`src/rtl/lsu_pkg.sv`:
```
// rtl/lsu_pkg.sv - shared size encodings and FSM state type for the load/store unit
//
// Purpose: funct3-style access size constants and the IDLE/WAIT state enum
//          used by load_store_unit and lsu_load_format.
// Ports:   none (package).

package lsu_pkg;

    localparam logic [2:0] LDST_B  = 3'd0;
    localparam logic [2:0] LDST_H  = 3'd1;
    localparam logic [2:0] LDST_W  = 3'd2;
    localparam logic [2:0] LDST_BU = 3'd4;
    localparam logic [2:0] LDST_HU = 3'd5;

    typedef enum logic {
        IDLE = 1'b0,
        WAIT = 1'b1
    } lsu_state_t;

endpackage

```
`src/rtl/lsu_load_format.sv`:
```
// rtl/lsu_load_format.sv - lane select and sign/zero extension of a memory read word
//
// Purpose: extracts the addressed byte/halfword from a 32-bit read word and
//          extends it according to the access size. Purely combinational.
// Ports:
//   rd_word_i  in  32  raw word returned by data memory
//   addr_lo_i  in   2  byte offset within the word
//   size_i     in   3  access size code (B/H/W/BU/HU, others behave as W)
//   data_o     out 32  formatted load result

module lsu_load_format
    import lsu_pkg::*;
(
    input  logic [31:0] rd_word_i,
    input  logic [1:0]  addr_lo_i,
    input  logic [2:0]  size_i,
    output logic [31:0] data_o
);

    logic [7:0]  w_byte;
    logic [15:0] w_half;

    always_comb begin
        w_byte = rd_word_i[7:0];
        case (addr_lo_i)
            2'd0: w_byte = rd_word_i[7:0];
            2'd1: w_byte = rd_word_i[15:8];
            2'd2: w_byte = rd_word_i[23:16];
            2'd3: w_byte = rd_word_i[31:24];
            default: w_byte = rd_word_i[7:0];
        endcase

        // Halfwords are only legal at offsets 0 and 2, so bit 1 picks the lane.
        w_half = addr_lo_i[1] ? rd_word_i[31:16] : rd_word_i[15:0];

        case (size_i)
            LDST_B:  data_o = {{24{w_byte[7]}}, w_byte};
            LDST_BU: data_o = {24'h000000, w_byte};
            LDST_H:  data_o = {{16{w_half[15]}}, w_half};
            LDST_HU: data_o = {16'h0000, w_half};
            default: data_o = rd_word_i;
        endcase
    end

endmodule

```
`src/rtl/load_store_unit.sv`:
```
// rtl/load_store_unit.sv - core-side data memory responder with stall, byte enables and load formatting
//
// Purpose: accepts a load/store from the core, stalls the core until the data
//          memory completes (or the access is rejected as misaligned or times
//          out), drives word-aligned byte-enabled memory requests and returns
//          formatted load data.
// Ports:
//   clk_i         in   1   clock
//   rst_i         in   1   synchronous active-high reset
//   core_req_i    in   1   core access request
//   core_we_i     in   1   1 = store, 0 = load
//   core_size_i   in   3   access size code
//   core_addr_i   in  32   byte address
//   core_wd_i     in  32   store data
//   core_rd_o     out 32   formatted load data (completion cycle only)
//   core_stall_o  out  1   core must hold
//   err_o         out  1   misaligned or timed-out completion
//   mem_req_o     out  1   memory request
//   mem_we_o      out  1   memory write enable
//   mem_be_o      out  4   memory byte enables
//   mem_addr_o    out 32   word-aligned memory address
//   mem_wd_o      out 32   lane-replicated store data
//   mem_rd_i      in  32   memory read data
//   mem_ready_i   in   1   memory completes access

module load_store_unit
    import lsu_pkg::*;
#(
    parameter int TIMEOUT_CYCLES = 64
) (
    input  logic        clk_i,
    input  logic        rst_i,
    input  logic        core_req_i,
    input  logic        core_we_i,
    input  logic [2:0]  core_size_i,
    input  logic [31:0] core_addr_i,
    input  logic [31:0] core_wd_i,
    output logic [31:0] core_rd_o,
    output logic        core_stall_o,
    output logic        err_o,
    output logic        mem_req_o,
    output logic        mem_we_o,
    output logic [3:0]  mem_be_o,
    output logic [31:0] mem_addr_o,
    output logic [31:0] mem_wd_o,
    input  logic [31:0] mem_rd_i,
    input  logic        mem_ready_i
);

    localparam int CNT_W = (TIMEOUT_CYCLES > 2) ? $clog2(TIMEOUT_CYCLES) : 1;
    localparam logic [CNT_W-1:0] CNT_LAST = CNT_W'(TIMEOUT_CYCLES - 1);

    lsu_state_t       r_state;
    lsu_state_t       w_next_state;
    logic [CNT_W-1:0] r_cnt;
    logic [CNT_W-1:0] w_next_cnt;

    logic        w_in_wait;
    logic        w_misaligned;
    logic        w_timeout;
    logic        w_done;
    logic        w_load_ok;
    logic [31:0] w_fmt_data;

    always_ff @(posedge clk_i) begin
        if (rst_i) begin
            r_state <= IDLE;
            r_cnt   <= '0;
        end else begin
            r_state <= w_next_state;
            r_cnt   <= w_next_cnt;
        end
    end

    always_comb begin
        w_misaligned = 1'b0;
        case (core_size_i)
            LDST_H, LDST_HU: w_misaligned = core_addr_i[0];
            LDST_W:          w_misaligned = (core_addr_i[1:0] != 2'b00);
            default:         w_misaligned = 1'b0;
        endcase
    end

    always_comb begin
        w_in_wait    = (r_state == WAIT);
        w_timeout    = w_in_wait && (r_cnt == CNT_LAST);
        w_done       = w_in_wait && (mem_ready_i || w_timeout || w_misaligned);
        core_stall_o = core_req_i && !w_done;
        // A ready arriving together with the timeout still counts as success;
        // a misaligned access never reached memory, so its ready is meaningless.
        err_o        = w_done && (w_misaligned || !mem_ready_i);
        w_load_ok    = w_in_wait && core_req_i && mem_ready_i && !w_misaligned && !core_we_i;

        w_next_state = r_state;
        w_next_cnt   = '0;
        case (r_state)
            IDLE: begin
                if (core_req_i) begin
                    w_next_state = WAIT;
                end
            end
            WAIT: begin
                if (w_done) begin
                    w_next_state = IDLE;
                end else begin
                    w_next_cnt = r_cnt + 1'b1;
                end
            end
            default: w_next_state = IDLE;
        endcase
    end

    always_comb begin
        mem_be_o = 4'b1111;
        mem_wd_o = core_wd_i;
        case (core_size_i)
            LDST_B, LDST_BU: begin
                mem_be_o = 4'b0001 << core_addr_i[1:0];
                mem_wd_o = {4{core_wd_i[7:0]}};
            end
            LDST_H, LDST_HU: begin
                mem_be_o = core_addr_i[1] ? 4'b1100 : 4'b0011;
                mem_wd_o = {2{core_wd_i[15:0]}};
            end
            default: begin
                mem_be_o = 4'b1111;
                mem_wd_o = core_wd_i;
            end
        endcase
    end

    assign mem_req_o  = core_req_i && w_in_wait && !w_misaligned;
    assign mem_we_o   = core_we_i;
    assign mem_addr_o = {core_addr_i[31:2], 2'b00};

    lsu_load_format u_load_format (
        .rd_word_i (mem_rd_i),
        .addr_lo_i (core_addr_i[1:0]),
        .size_i    (core_size_i),
        .data_o    (w_fmt_data)
    );

    assign core_rd_o = w_load_ok ? w_fmt_data : 32'h0;

endmodule
```
`config.mk`:
```
export PLATFORM = sky130hd
export DESIGN_NAME = load_store_unit
export DESIGN_NICKNAME = d
export VERILOG_FILES = /design/src/rtl/lsu_pkg.sv /design/src/rtl/lsu_load_format.sv /design/src/rtl/load_store_unit.sv
export SDC_FILE = /design/constraint.sdc
export NUM_CORES = 1
export LEC_CHECK = 0
export CELL_PAD_IN_SITES_DETAIL_PLACEMENT = 1
export CELL_PAD_IN_SITES_GLOBAL_PLACEMENT = 2
export CORE_ASPECT_RATIO = 0.9
export CORE_MARGIN = 2
export CORE_UTILIZATION = 12
export DETAILED_ROUTE_END_ITERATION = 12
export PLACE_DENSITY_LB_ADDON = 0.1
export SLEW_MARGIN = 20
export SYNTH_ARGS = -nofsm -noshare
export SYNTH_HDL_FRONTEND = slang
export SYNTH_SLANG_ARGS = --single-unit
export TNS_END_PERCENT = 1
```
`constraint.sdc`:
```
create_clock -name clk_i -period 2.7 [get_ports clk_i]
set_input_delay 0.54 -clock clk_i [delete_from_list [all_inputs] [get_ports clk_i]]
set_output_delay 0.54 -clock clk_i [all_outputs]
set_load 0.05 [all_outputs]
```
* After elaboration in Yosys (flattened, before gate mapping)
Index checks and enable logic that the tools add are counted.
** Storage, ports and cells
- Output and inout bits :: 104
- Memories kept :: 0
- Bits in latches :: 0
- Bits in registers :: 7
- ROM bits :: 0
- RAM bits :: 0
** Cells by class
- Magnitude comparators :: 0
- Equality and inequality tests :: 8
- Bitwise operators :: 1
- Reduce and logical (&&, ||, !) cells :: 22
- Div/mod/pow operators :: 0
- Shift operators :: 1
- Multiplexer cells :: 11
- Multiply operators :: 0
- $add $sub $neg :: 1
** Operators with widths (number)
- $pmux 32 s4 :: 1
- $pmux 32 s2 :: 1
- $mux 32 :: 1
- $pmux 8 s4 :: 1
- $mux 16 :: 1
- $logic_and 1x1->1 :: 9
- $pmux 4 s2 :: 1
- $add 6x1->6 const B :: 1
- $eq 3x3->1 const B :: 2
- $eq 6x6->1 const B :: 1
- $eq 2x2->1 const B :: 2
- $logic_not 1->1 :: 4
- $mux 4 :: 1
- $pmux 1 s2 :: 2
- $reduce_or 2->1 :: 2
- $shl 1x2->4 const A :: 1
- $eq 3x1->1 const B :: 1
- $eq 3x2->1 const B :: 1
- $logic_not 3->1 :: 1
- $logic_or 1x1->1 :: 3
- $reduce_or 3->1 :: 1
- $eq 2x1->1 const B :: 1
- $logic_not 2->1 :: 1
- $mux 1 :: 2
- other kinds (2) :: 2

* Logic depth before layout (Yosys ltp)
Gate-level depths: netlist (run 1).
- Depth after elaboration :: 7
- Gate-level depth with buffers :: 6
- Depth with buffers taken out :: 4

* By module
From an unflattened synthesis (run 1), not the netlist that was laid out.
** Second synthesis, totals
- Cells, all modules :: 283
- Area, all modules :: 2006.9 um^2
** Modules (own cells, without submodules)
- load_store_unit :: sequential area each 140.1 um^2, cells an instance 172, area an instance 1338.8 um^2, times used 1
- lsu_load_format :: sequential area each 0.0 um^2, cells an instance 111, area an instance 668.1 um^2, times used 1

* Least setup slack after synthesis (run 1)
Ideal clock, no wire load.
- Path kind :: input-to-output
- Start point :: input core_addr_i[1]
- End point :: output core_rd_o[0]
- Arrival time :: 2.546 ns
- Cell stages on the path :: 5
- Slack :: -0.386 ns
- Buffers on the path :: 1
- Cells stage by stage :: buf_2 > nor4bb_1 > a311oi_4 > nand3_2 > nor3_1
** Between the ends
- Longest elaborated chain between the ends :: 6
- Elaborated cells on any way between the ends :: 13
- Those cells by class :: eq/ne (3); mux (5); reduce/logical (5)
** RTL lines
- start, declared :: line load_store_unit.sv:36 : input logic [31:0] core_addr_i,
- branches (longest 5 deep; another with $pmux 32 s4)
- $mux 32 (*) :: line load_store_unit.sv:143 : assign core_rd_o = w_load_ok ? w_fmt_data : 32'h0;
- end, declared :: line load_store_unit.sv:38 : output logic [31:0] core_rd_o,
Mark *: on every way between the ends.

* Final worst setup path (run 1)
- Start point :: input mem_rd_i[23]
- End point :: output core_rd_o[26]
** Between the ends
- Longest elaborated chain between the ends :: 3
** RTL lines
- start, declared :: line load_store_unit.sv:46 : input logic [31:0] mem_rd_i,
- $pmux 8 s4 :: line lsu_load_format.sv:25 : case (addr_lo_i)
- $pmux 32 s4 :: line lsu_load_format.sv:36 : case (size_i)
- $mux 32 :: line load_store_unit.sv:143
No other way between the ends.

==> results by group, run 1 <==
Power
  • Comb power frac: between 60% and 70%
  • Reg power frac: about 10%
  • P_int: 621 uW
  • Lkg Pwr: 0.00171 uW
  • Clock power share: a little under a quarter
  • Sw Ratio: between 40% and 50%
  • PwrDens: 249 nW/um^2
  • Sw power: 436 uW
  • Max VDD drop: 0.000283 V

Final layout
  • Fin nets: 513
  • Area grow syn2layout: 124%
  • Fin cells: slightly above 600
  • Share of layout cells above drive strength 1: between 40% and 50%
  • Final core occ: about 28%

Setup path
  • R2R depth: 4
  • Reg2reg setup slack: between 1 and 1.5 ns
  • CP endpoint kind: output port
  • Arrival @ worst endpoint: 2.14 ns
  • Worst R2R Start: r_cnt[0]$_SDFF_PP0_
  • Critical Path RT: 2.16 ns
  • Crit path max fanout: 6
  • Nature of the critical path startpoint: input port
  • Critical path class: input port to output port
  • RR Endpoint: r_state$_SDFF_PP0_

Hold path
  • Worst hold path type: flip-flop to flip-flop
  • Hold EP: r_cnt[0]$_SDFF_PP0_
  • Hold Crit Depth: 1
  • Min-delay src: r_cnt[0]$_SDFF_PP0_

Synth
  • Top FF cell, synth: dfxtp_1
  • Unique masters post-synth: 42
  • Yosys reg bits: 7
  • Synth area leaders: buf_4 (16%), mux2_2 (10%), a21oi_1 (8.7%), mux2i_1 (7.9%), dfxtp_1 (7.4%)
  • Top-count cell post-synth: buf_4
  • Post-Syn Area: 1900 sq um
  • Post-Synthesis Cells: 272
  • Synth warn: 0
  • Post-synth EDFFs: 0
  • Post-synth top cells: buf_4 (41), nor2_1 (34), a21oi_1 (33), mux2_2 (17), mux2i_1 (15)
  • Area fraction of the dominant cell type after synthesis: approximately 16%
  • Seq/Total Area, Yosys: between 7 and 8%
  • Synth area leader: buf_4
  • Average size of a mapped cell: approximately 7.0 sq um
  • Post-synth ARST share: 0%

Clock network
  • Total CTS buffers: 3
  • Clk Tree Root Cell: clkbuf_16
  • Total clock sinks: 7
  • Clock Pin Slew Worst Setup and Hold Paths: around 0.040 ns
  • CTS H-tree lvls: 1
  • TritonCTS clock tree: built
  • Clock Latency Late Sink: between 0.2 and 0.25 ns
  • CTS max path bufs: 2

STA
  • Tcrit/Tclk final: 99.2%
  • # setup viols final: 0
  • Hold WS: 0.470 ns
  • Final hold violation count: 0
  • Clock skew: 0.000703 ns
  • Final Max Tran Viols: 0
  • RSZ-0062 raised after global routing: yes
  • Fmax: 0.373 GHz
  • Tmin final: 2.68 ns

Drt
  • Wire per inst: 16.5 um
  • DR vias: 2475
  • Detailed Route WL: 10100 um
  • Initial DRC Count: 42
  • First-pass iteration count of the detailed router: 4
  • Post-route DRC: 0
  • Drt via density: 4.06
  • ANT nets after route: 0

Floorplanning
  • I/O pin count: 208
  • Die Ht: 123 um
  • Initial core utilization: 12.3%
  • Die X: 137 um
  • Die area: 16800 sq um
  • Core Area: 15400 sq um
  • Rows: 43

Run status
  • Status: complete, no violations

Placement
  • DP Cell Count: 598
  • Post-DP HPWL: 7920 um
  • Placer Congestion: 0.691
  • Number of port buffers: 145

GRT
  • Initial antenna violation count: 1
  • GR Overflow Total: 0
  • Tot GR Track Use: a little under an eighth
  • Number of global-route vias before repair: 2633
  • First-pass GRT wire length: between 15000 and 20000 um
  • Largest net degree at the start of global routing: 31

Flow run
  • Max_cap viols: 0
cell type report:
| cell class | instances | area (sq um) |
|---|---|---|
| timing repair buffer | 190 | 2260 |
| inverter | 11 | 41.3 |
| fill | 1772 | 11200 |
| antenna | 1 | 2.50 |
| clock buffer | 4 | 78.8 |
| sequential | 7 | 140 |
| tap | 202 | 253 |
| multi-input combinational | 195 | 1480 |
sequential cells by signal (all words and copies together), names as in the netlist:
register / count
r_state: 1
r_cnt: 6
cell families after synthesis:
kind of cell | count (synthesis) | synth area share (%)
simple gates | 82 | 22.5
compound gates | 73 | 24.9
buf+inv | 71 | 23.3
mux | 33 | 19.2
flops | 7 | 7.38
xor+xnor | 4 | 1.85
fa+ha+maj | 1 | 0.659
other cells | 1 | 0.198
how the worst max path moves through the flow:
stage	depth (start not counted)	to	slack (ns)	startpoint
6_report	8	core_rd_o[26]	0.02	mem_rd_i[23]
5_1_grt	9	core_rd_o[25]	-0.07	core_size_i[1]
4_1_cts	7	core_rd_o[15]	-0.003	mem_rd_i[23]
3_5_place_dp	6	core_rd_o[23]	-0.55	core_addr_i[0]
3_3_place_gp	6	core_rd_o[23]	-0.54	core_addr_i[0]
2_1_floorplan	5	core_rd_o[0]	-0.39	core_addr_i[1]
worst max-delay path: stages:
cell and delay, ns:
clkdlybuf4s15_2 0.19, mux4_2 0.47, a221o_1 0.37, nand4_4 0.10, buf_12 0.13, buf_12 0.14, nor2_4 0.05, buf_12 0.15
power by group through the flow:
stage	registers (uW)	clock network (uW)	logic, uW
2_1_floorplan	109	0	467
3_3_place_gp	109	0	685
3_5_place_dp	109	0	683
4_1_cts	108	260	703
5_1_grt	108	268	742
6_report	108	252	697
metal layers:
layer	part of all wire (%)	vias to the layer above	global-route usage, %	wire [um]
met5	0	-	0	0
met4	0.21	0	1.17	21
met1	45	1172	15.2	4550
met3	8.5	6	2.79	855
li1	-	1190	-	-
met2	46	107	19.6	4660
placed cells by master, fill, tap and decap left out, drive strengths merged, types with 3 or more instances in the layout:
master,instances
o21bai,3
mux2,17
nand2,10
or3,7
nor2,34
nor2b,4
dfxtp,7
buf,122
clkdlybuf4s50,64
clkbuf,5
inv,11
o21ai,10
nor3,8
a22o,7
a21oi,33
nand4,3
a22oi,14
mux2i,15
xor2,3
nand3,5
per-stage QoR:
step / worst slack [ns] / cell area, sq um / setup TNS, ns / total power [uW]
final: 0.0205 / 4250 / 0 / 1060
after global routing: -0.0691 / 4250 / -0.680 / 1120
after CTS: -0.00305 / 4220 / -0.00305 / 1070
after detailed placement: -0.552 / 3920 / -15.96 / 793
after global placement: -0.543 / 3920 / -15.22 / 795
after floorplan: -0.386 / 1900 / -5.04 / 575
repair_timing:
item / CTS / global route
gates resized for setup: 63 / 13
gates cloned: 1 / 0
endpoints found under the setup margin: 45 / 28
hold buffers: 0 / 0
pin swaps: 9 / 3
buffers inserted: 6 / 0
Power figures use the tool's default switching activity.
==> run 2: changes to the inputs <==
--- a/config.mk
+++ b/config.mk
@@ -8,8 +8,8 @@
 export CELL_PAD_IN_SITES_DETAIL_PLACEMENT = 1
 export CELL_PAD_IN_SITES_GLOBAL_PLACEMENT = 2
 export CORE_ASPECT_RATIO = 0.9
-export CORE_MARGIN = 2
 export CORE_UTILIZATION = 12
+export CTS_BUF_LIST = sky130_fd_sc_hd__clkbuf_16
 export DETAILED_ROUTE_END_ITERATION = 12
 export PLACE_DENSITY_LB_ADDON = 0.1
 export SLEW_MARGIN = 20
==> run 2 against run 1 <==
  * Via count shrank 0.40%
  * Clock power is essentially flat
  * Utilization grew 0.065 points
  * Register-to-register slack is essentially flat
  * Combinational power grew 0.7%
  * Largest cell class unchanged
  * Sequential share of layout area is essentially flat
  * Highest routed layer unchanged
  * Largest power group unchanged
  * Flip-flop and latch count is the same
  * Worst setup slack gained 0.011 ns
  * Clock-buffer cell count shrank 1
==> results by group, run 2 (synthesized netlist as in run 1, its figures left out) <==
Placement
  • Placement Cell Area: between 3000 and 4000 sq um
  • Post-DP HPWL: between 7000 and 8000 um
  • Placer Congestion: 0.726
  • DP Cell Count: 599
  • Post-Place Setup Slack: -0.529 ns
  • Number of port buffers: 145

Clock network
  • CTS max path bufs: 2
  • Total clock sinks: 7
  • Clk Tree Root Cell: clkbuf_16
  • Clock Pin Slew Worst Setup and Hold Paths: 0.04 ns
  • TritonCTS clock tree: built
  • CTS H-tree lvls: 1
  • Total CTS buffers: 3
  • Clock Latency Late Sink: 0.23 ns

Power
  • PwrDens: 250 nW/um^2
  • Lkg Pwr: approximately 0.0017 uW
  • Power, Total: 1060 uW
  • Max VDD drop: between 0.0002 and 0.00025 V

Final layout
  • Fin cells: just over 600
  • Top flop regs: r_cnt x6, r_state x1
  • Area grow syn2layout: 124%
  • Multi-input gate area: 1500 sq um
  • # diodes: 0
  • Final instance area: 4260 sq um
  • Register area: approximately 140 sq um
  • Fillers: roughly 1800
  • Commonest cells after routing, fill and taps aside: clkdlybuf4s50_1 (64), buf_4 (64), buf_12 (49)
  • Final core occ: 27.6%
  • Register with the most flip-flops: r_cnt
  • Fin nets: 514
  • Max FFs per register: 6
  • Share of layout cells above drive strength 1: 44.1%

STA
  • Final Max Tran Viols: 0
  • Fmax: about 0.37 GHz
  • Final hold violation count: 0
  • Tmin final: 2.67 ns
  • Setup ws final: 0.0313 ns
  • RSZ-0062 raised after global routing: yes
  • Clock skew: 0.000885 ns
  • Worst Max-Slew Pin Slew: 0.556 ns
  • Relative slew slack: between 60 and 70%
  • # setup viols final: 0
  • Tcrit/Tclk final: 98.8%

Flow run
  • Max_cap viols: 0

Setup path
  • Nature of the critical path startpoint: input port
  • Critical path class: input port to output port
  • Critical Path RT: 2.16 ns
  • CP endpoint kind: output port
  • Worst path slowest cell: mux4_2
  • Most used cell, CP: buf_12
  • Max stage delay on crit path: 0.51 ns
  • Arrival @ worst endpoint: 2.13 ns
  • Worst path cell trace: buf_6, mux4_2, a221o_1, nand4_4, buf_12, buf_16, nor2_4, buf_12
  • Crit path max fanout: 8

GRT
  • Largest net degree at the start of global routing: 35
  • Tot GR Track Use: 12.2%
  • Number of global-route vias before repair: 2558
  • Initial antenna violation count: 0
  • GR Overflow Total: 0
  • First-pass GRT wire length: between 15000 and 20000 um

Drt
  • Detailed Route WL: 10200 um
  • Drt via density: 4.04
  • ANT nets after route: 0
  • Post-route DRC: 0
  • Wire per inst: approximately 17 um
  • DR vias: 2465
  • Initial DRC Count: 61
  • First-pass iteration count of the detailed router: 7

Floorplanning
  • Die X: 135 um
  • Initial core utilization: 12.3%
  • I/O pin count: 208
  • Die area: 16300 sq um
  • Die Ht: 121 um
  • Rows: between 40 and 50
  • Core Area: 15400 sq um

Hold path
  • Worst hold path type: flip-flop to flip-flop

Run status
  • Status: complete, no violations
## run 2: cell count changes in the layout (fill, tap and decap cells not counted), moves of 5 or more
cell and change:
a21oi_1 +8, buf_6 +5, a21oi_2 -9, nor2_2 -6, nor2_4 +6
## run 2: final timing paths
path	to	start	depth (start not counted)	slack (ns)
worst min-delay path	r_cnt[0]$_SDFF_PP0_	r_cnt[0]$_SDFF_PP0_	1	0.47
worst max register to register	r_state$_SDFF_PP0_	r_cnt[0]$_SDFF_PP0_	4	1.37
worst min register to register	r_cnt[0]$_SDFF_PP0_	r_cnt[0]$_SDFF_PP0_	1	0.47
worst max-delay path	core_rd_o[26]	core_addr_i[1]	8	0.03
## run 2: where the power goes
group          internal (uW)  switching, uW  total, uW  leakage, uW
registers                106           2.05        108    0.0000567
logic                    319            382        702      0.00163
clock network            194           59.5        254    0.0000409
total                    619            444       1060      0.00173
## run 2: repair_timing
item | CTS | global route
setup buffers | 6 | 0
cloned | 1 | 0
hold endpoints to repair | 0 | 0
endpoints found under the setup margin | 43 | 28
hold buffers | 0 | 0
pin swaps | 11 | 4
gates resized for setup | 64 | 23
## run 2: stage by stage
stage / TNS [ns] / hold WS [ns]
final: 0 / 0.470
after global routing: -0.0201 / 0.485
after CTS: 0 / 0.469
after detailed placement: -13.80 / 0.461
after global placement: -12.27 / 0.457
after floorplan: -5.04 / 0.430
## run 2: critical path, delay by kind of cell
family / cells / cell delay (ns)
muxes: 1 / 0.51
AOI/OAI and AO/OA: 1 / 0.36
and+or+nand+nor: 2 / 0.19
buffers and inverters: 4 / 0.52
## run 2: metal layers
layer	wire [um]	up-vias	GRT usage [%]	part of all wire (%)
met5	0	-	0	0
met4	86	0	2.39	0.84
met3	624	19	1.84	6.1
met2	4580	92	19.2	45
met1	4930	1162	17.5	48
li1	-	1192	-	-
## run 2: cell type report
cell class | instances | area share (%)
flip-flops and latches | 7 | 3.29
well taps | 202 | 5.93
repair buffers | 191 | 52.8
multi-input cells | 195 | 35.2
clock inverters | 1 | 0.117
inverters | 11 | 0.969
clock buffers | 3 | 1.76
